==> src/rtl/eth_reg_readback.sv <==
// Read-side responder for the MAC register file: selects one register, waits WAIT_STATES cycles, returns data with a one-cycle ack.
// Optional clear-on-read strobe is built only when ETH_REG_CLEAR_ON_READ_EN is defined.
module eth_reg_readback #(
    parameter int unsigned WIDTH       = 32,
    parameter int unsigned NUM_REGS    = 16,
    parameter int unsigned ADDR_W      = 4,
    parameter int unsigned WAIT_STATES = 1,
    parameter int unsigned CLR_ADDR    = 1
) (
    input  logic                      Clk,
    input  logic                      Resetn,
    input  logic                      SyncReset,
    input  logic                      RdReq,
    input  logic [ADDR_W-1:0]         RdAddr,
    input  logic [NUM_REGS*WIDTH-1:0] RegData,
    output logic [WIDTH-1:0]          RdData,
    output logic                      RdAck,
    output logic                      RdErr,
    output logic                      Busy,
    output logic                      ClrPulse
);

    localparam int unsigned CNT_W = 3;
    localparam logic [CNT_W-1:0] CNT_LOAD = (WAIT_STATES == 0) ? '0 : CNT_W'(WAIT_STATES - 1);

    // Elaboration-time parameter sanity checks
    if (WAIT_STATES > 7) begin : gBadWait
        $error("WAIT_STATES must be 0..7");
    end
    if (NUM_REGS < 1 || NUM_REGS > (1 << ADDR_W)) begin : gBadRegs
        $error("NUM_REGS must be 1..2^ADDR_W");
    end
    if (CLR_ADDR >= (1 << ADDR_W)) begin : gBadClr
        $error("CLR_ADDR must be addressable by RdAddr");
    end

    typedef enum logic [1:0] {
        StIdle = 2'd0,
        StWait = 2'd1,
        StAck  = 2'd2
    } state_t;

    state_t            state;
    state_t            nextState;
    logic [CNT_W-1:0]  waitCnt;
    logic [ADDR_W-1:0] addrQ;
    logic [ADDR_W-1:0] selAddr_c;
    logic [WIDTH-1:0]  selData_c;
    logic              addrErr_c;
    logic              enterAck_c;

    // State register
    always_ff @(posedge Clk or negedge Resetn) begin
        if (!Resetn) begin
            state <= StIdle;
        end else if (SyncReset) begin
            state <= StIdle;
        end else begin
            state <= nextState;
        end
    end

    // Next-state logic; a dropped request in WAIT aborts the read
    always_comb begin
        nextState = state;
        unique case (state)
            StIdle: begin
                if (RdReq) begin
                    nextState = (WAIT_STATES == 0) ? StAck : StWait;
                end
            end
            StWait: begin
                if (!RdReq) begin
                    nextState = StIdle;
                end else if (waitCnt == '0) begin
                    nextState = StAck;
                end
            end
            StAck:   nextState = StIdle;
            default: nextState = StIdle;
        endcase
    end

    // With zero wait states AddrQ is not yet loaded when data is captured, so use RdAddr directly
    assign selAddr_c  = (state == StIdle) ? RdAddr : addrQ;
    assign enterAck_c = (nextState == StAck) && (state != StAck);
    assign addrErr_c  = 32'(addrQ) >= NUM_REGS;

    // Register select; out-of-range addresses fall through to zero
    always_comb begin
        selData_c = '0;
        for (int unsigned i = 0; i < NUM_REGS; i++) begin
            if (selAddr_c == ADDR_W'(i)) begin
                selData_c = RegData[i*WIDTH +: WIDTH];
            end
        end
    end

    // Address latch, wait counter and read-data register
    always_ff @(posedge Clk or negedge Resetn) begin
        if (!Resetn) begin
            waitCnt <= '0;
            addrQ   <= '0;
            RdData  <= '0;
        end else if (SyncReset) begin
            waitCnt <= '0;
            addrQ   <= '0;
            RdData  <= '0;
        end else begin
            if (state == StIdle && RdReq) begin
                addrQ   <= RdAddr;
                waitCnt <= CNT_LOAD;
            end else if (state == StWait && waitCnt != '0) begin
                waitCnt <= waitCnt - CNT_W'(1);
            end
            if (enterAck_c) begin
                RdData <= selData_c;
            end
        end
    end

    // Output decode from state
    always_comb begin
        RdAck    = 1'b0;
        RdErr    = 1'b0;
        ClrPulse = 1'b0;
        Busy     = (state != StIdle);
        if (state == StAck) begin
            RdAck = 1'b1;
            RdErr = addrErr_c;
`ifdef ETH_REG_CLEAR_ON_READ_EN
            ClrPulse = !addrErr_c && (32'(addrQ) == CLR_ADDR);
`else
            ClrPulse = 1'b0;
`endif
        end
    end

endmodule
==> config.mk <==
export PLATFORM = sky130hd
export DESIGN_NAME = eth_reg_readback
export DESIGN_NICKNAME = d
export VERILOG_FILES = /design/src/rtl/eth_reg_readback.sv
export SDC_FILE = /design/constraint.sdc
export NUM_CORES = 1
export LEC_CHECK = 0
export CAP_MARGIN = 10
export CORE_AREA = 3 3 218 220
export CTS_BUF_LIST = sky130_fd_sc_hd__clkbuf_2
export DETAILED_ROUTE_END_ITERATION = 8
export DIE_AREA = 0 0 221 223
export SLEW_MARGIN = 20
export SYNTH_ARGS = -nofsm -noshare
export SYNTH_HDL_FRONTEND = slang
export SYNTH_SLANG_ARGS = --single-unit
==> constraint.sdc <==
create_clock -name Clk -period 2.44 [get_ports Clk]
set_clock_uncertainty 0.05 [all_clocks]
set_input_delay 0.488 -clock Clk [delete_from_list [all_inputs] [get_ports Clk]]
set_output_delay 0.488 -clock Clk [all_outputs]
set_load 0.01 [all_outputs]
; ---- Word level (Yosys, flattened, before mapping)
; Index checks and enable logic that the tools add are counted.
[word_totals]
reg_bits = 41
wordCells = 65
[op_classes]
reduce_logical = 11
n_addsub = 1
eq_ne = 19
n_mux = 30
[ops]
columns = op, count
row1 = two-way mux 32 bit, 18
row2 = "== test 4 bit, second input constant", 8
row3 = "== test 4 x 3 -> 1 bit, second input constant", 4
row4 = two-way mux 4 bit, 3
row5 = two-way mux 3 bit, 3
row6 = "== test 4 x 2 -> 1 bit, second input constant", 2
row7 = two-way mux 2 bit, 4
row8 = nonzero test 2 bit, 3
row9 = nonzero test 3 bit, 2
row10 = "== test 2 bit, second input constant", 2
row11 = "== test 4 x 1 -> 1 bit, second input constant", 1
row12 = zero test 4 bit, 1
row13 = one-hot mux 2 bit (2 select lines), 1
row14 = logical AND 1 bit, 3
row15 = zero test 3 bit, 1
row16 = "subtractor 3 x 1 -> 3 bit, second input constant", 1
row17 = "== test 2 x 1 -> 1 bit, second input constant", 1
row18 = zero test 2 bit, 1
row19 = "inequality test 2 bit, second input constant", 1
row20 = two-way mux 1 bit, 1

; ---- Longest topological paths before layout
[depth]
ltp_word = 21
ltp_mapped = 11
ltp_nobuf = 9

; ---- Least setup slack after synthesis
; Ideal clock, no wire load.
[synth_timing]
path_kind = flip-flop to flip-flop
from = register state[1]
to = register RdData[22]
arrival_time_ns = 2.016
stages_incl_launch_ff = 10
synth_period_minus_slack_ns = 2.187
setup_ns = 0.121
setup_slack_ns = 0.253
cell_sequence = dfrtp_1 -> buf_6 -> nor2_8 -> inv_4 -> mux2_4 -> buf_2 -> a22o_1 -> a222oi_1 -> o211ai_1 -> a22o_1
[synth_via]
elab_chain_len = 21
word_cells_on_any_way = 45
[synth_lines]
columns = element, line_no
row1 = start: declaration, 43  ; state_t state;
row2 = start signal: assignment, 55  ; state <= StIdle;
row3 = start signal: assignment, 57  ; state <= StIdle;
row4 = start signal: assignment, 59  ; state <= nextState;
row5 = zero test 2 bit, "66, 85"
row6 = two-way mux 4 bit, 85  ; assign selAddr_c = (state == StIdle) ? RdAddr : addrQ;
row7 = zero test 4 bit, 93  ; if (selAddr_c == ADDR_W'(i)) begin
row8 = two-way mux 32 bit (16 in series), 93
row9 = two-way mux 32 bit, 116  ; if (enterAck_c) begin
row10 = two-way mux 32 bit, 105  ; end else if (SyncReset) begin
row11 = end signal: assignment, 117  ; RdData <= selData_c;
row12 = end: declaration, 16  ; output logic [WIDTH-1:0] RdData,
; Several ways; a longest one is shown, not always the timed one. The select of a mux whose other input is x is not followed.
; A chain may end at the register's enable or synchronous reset.

; ---- Final worst setup path
[layout_timing]
from = register state[0]
to = register RdData[4]
; Same word-level chain as after synthesis.

==> summary.md <==
| Metric | Value |
|---|---|
| Vias in the first global route | `11,709` |
| MaxCap Viol Count | `0` |
| Tightest Hold Check Type | `in -> async` |
| Rows | `78` |
| Static Leak | `6.01 nW` |
| DRC | `0` |
| Fin. Hold Viols | `0` |
| CTS tree | `done` |
| Chip Height | `223 microns` |
| Gr ovfl total | `0` |
| Share of the synthesized area in the top cell type | `16.5%` |
| Post-synthesis register bit count | `41` |
| Placed inst area | `14,300 sq um` |
| Number of vias per cell | `5.23` |
| Yosys warnings | `0` |
| Core area | `45,500 sq um` |
| H-Tree Depth | `2` |
| WS Path Type | `reg -> reg` |
| Clk buf depth | `2` |
| Overall power | `4.57 mW` |
| Initial DRC Count | `1,066` |
| Pint | `2.73 mW` |
| Clk_lat worst skew | `0.56 ns` |
| Crit path time final | `2.65 ns` |
| Synthesized area per cell | `8.11 sq um` |
| Most common cell in the netlist | `a22o_1` |
| Clk slew on worst S/H paths | `0.35 ns` |
| Port bufs | `553` |
| RSZ-0062 raised after global routing | `true` |
| Nets | `2,045` |
| Adder-Cell Fraction of Synth Area | `0.403%` |
| DR pass1 iterations | `8` |
| Final setup violation count | `30` |
| Root Driver | `clkbuf_2` |
| Number of synthesized flops with an enable pin | `0` |
| Data required, critical path | `2.90 ns` |
| Combinational share of power | `72.2%` |
| Worst vdd ir | `150 uV` |
| Sequential share of the synthesized area | `16.5%` |
| Post-synthesis simple-gate area fraction | `10.4%` |
| Startpoint Class | `flip-flop` |
| Worst-Margin Slew | `0.784 ns` |
| Layout cells sized above 1 | `27.8%` |
| Via count | `11,111` |
| Largest net degree at the start of global routing | `25` |
| Sw power | `1.84 mW` |
| Compound-cell area share of the yosys netlist | `58.5%` |
| Detail Route Antenna Nets | `0` |
| Post-Syn Area | `6210 sq um` |
| Main combinational cell family by area after synthesis | `compound AO/OA/AOI/OAI gates` |
| Most instantiated cells after synthesis | `a22o_1, a22oi_1, o21ai_0` |
| Fin crit share | `109%` |
| Main area contributors after synthesis | `dfrtp_1, a22o_1, a22oi_1, a222oi_1, o221ai_1` |
| WL/cell | `30.4 microns` |
| Die area | `49,300 sq um` |
| PwrDens | `290 nW/um^2` |
| CP arrival | `3.12 ns` |
| Total track usage | `24.4%` |
| IO Count | `556` |
| Sequential share of power | `16.1%` |
| CTS Sinks | `41` |
| Fin. max-slew vios | `0` |
| Xor-xnor portion of the synthesized cell area | `0.282%` |
| Setup WS post-layout | `-0.211 ns` |
| Crit path max fanout | `9` |
| Initial core utilization | `13.6%` |
| Global-route wire length before repair | `86.4 mm` |
| Routability cong. | `0.956` |
| DIE WIDTH | `221 microns` |
| Final instance area | `15,800 sq um` |
| Top FF cell, synth | `dfrtp_1` |
| DPL Wire Length | `52.1 mm` |
| Slew margin rel. | `47.7%` |
| Hold WS | `0.379 ns` |
| Multiplexer area fraction after synthesis | `5.24%` |
| Synth Instances | `765` |
| Initial antenna violation count | `4` |
| Routed wire length | `64.6 mm` |
| Clock power share | `11.6%` |
| Violated checks | `negative setup slack` |
| Area added between synthesis and finish | `154%` |
| Setup crit end kind | `flip-flop` |
| Asr flop ratio synth | `100%` |
| CTS buffer count | `5` |
| Leading area contributor after synthesis | `dfrtp_1` |
| Status | `finished with violations` |
| Fmax achieved | `0.377 GHz` |
| Switch share | `40.3%` |
| Yosys cell types | `75` |
-- worst max-delay path, stage by stage (launching register included) --
cell and delay (ns):
dfrtp_2 0.53, buf_6 0.15, nor2_8 0.12, inv_6 0.06
buf_12 0.12, a31o_4 0.26, buf_12 0.15, buf_4 0.14
a22o_1 0.17, a222oi_1 0.38, o211a_1 0.35, o21ai_1 0.10
-- area by class of cell --
type	instances	area, sq um
fillers	4737	29700
repair buffers	842	8550
multi-input cells	626	5350
flip-flops and latches	41	1030
well taps	600	751
clock inverters	3	41.3
inverters	7	33.8
clock buffers	5	25.0
diodes	2	5.00
-- final timing paths --
| path | startpoint | endpoint | slack (ns) | cells after the start |
|---|---|---|---|---|
| min reg2reg | RdData[16] | RdData[16] | 0.53 | 2 |
| min | Resetn | RdData[20] | 0.38 | 2 |
| min in group Clk | RegData[391] | RdData[7] | 0.49 | 3 |
| max reg2reg | state[0] | RdData[4] | -0.21 | 11 |
| max | state[0] | RdData[4] | -0.21 | 11 |
| max in group asynchronous | Resetn | RdData[19] | 1.28 | 3 |
-- sequential cells by signal (all words and copies together), names as in the netlist --
name,cells
state,2
RdData,32
waitCnt,3
addrQ,4
-- layout by cell type (no fill, tap or decap), types with 5 or more instances in the layout --
cell,instances
nor2_1,24
o21ai_1,23
a221oi_2,15
a211oi_1,5
a221o_1,12
nor2_4,6
o211a_1,17
o21ai_0,44
a222oi_1,35
a21oi_1,31
o22ai_1,20
buf_6,30
nor3_1,6
clkbuf_2,5
o211ai_1,15
a2111oi_4,5
a22o_1,71
a21oi_2,5
mux2_2,17
inv_1,5
buf_4,199
dfrtp_1,39
nand2b_1,5
a22oi_2,9
nand3_1,11
o221ai_2,8
mux2i_1,10
a22oi_1,46
o221ai_1,25
buf_12,52
o22a_1,16
nand2_1,28
a221oi_1,14
buf_8,5
clkdlybuf4s50_1,550
and2_1,6
-- timing repair --
| item | CTS | global route |
|---|---|---|
| gates cloned | 2 | 3 |
| buffers inserted | 37 | 24 |
| setup endpoints to repair | 33 | 33 |
| resized for setup | 96 | 70 |
| pin swaps | 69 | 49 |
| hold endpoints to repair | 17 | 0 |
| hold buffers | 1 | 0 |
-- through the flow --
step,instances,setup WS (ns),TNS (ns),utilization (%)
2_1_floorplan,766,0.253,0,-
3_3_place_gp,2052,-0.827,-17.38,31.4
3_5_place_dp,2052,-0.818,-18.17,31.4
4_1_cts,2099,-0.217,-3.77,33.3
5_1_grt,2126,-0.276,-5.86,34.7
6_report,2126,-0.211,-3.24,34.7
-- cell families after synthesis --
family / count (synthesis)
buffers and inverters: 101
AOI/OAI and AO/OA: 468
muxes: 30
and+or+nand+nor: 120
other: 1
DFF: 41
adders and majority gates: 2
xor gates and xnor gates: 2
-- power by group through the flow --
stage	Sequential [mW]	Combinational [mW]	Clock, mW
floorplan	0.748	0.897	0
global placement	0.746	2.88	0
detailed placement	0.746	2.87	0
CTS	0.738	3.12	0.565
global route	0.742	3.44	0.577
finish	0.738	3.30	0.532
-- routing by layer --
layer	vias to the layer above	GRT usage, %	part of all wire, %
met3	115	6.28	8.9
met1	5398	28.3	38
met2	806	42.3	49
met4	2	10.6	4.3
li1	4790	-	-
met5	-	0	0.026
(Power assumes the default switching activity.)
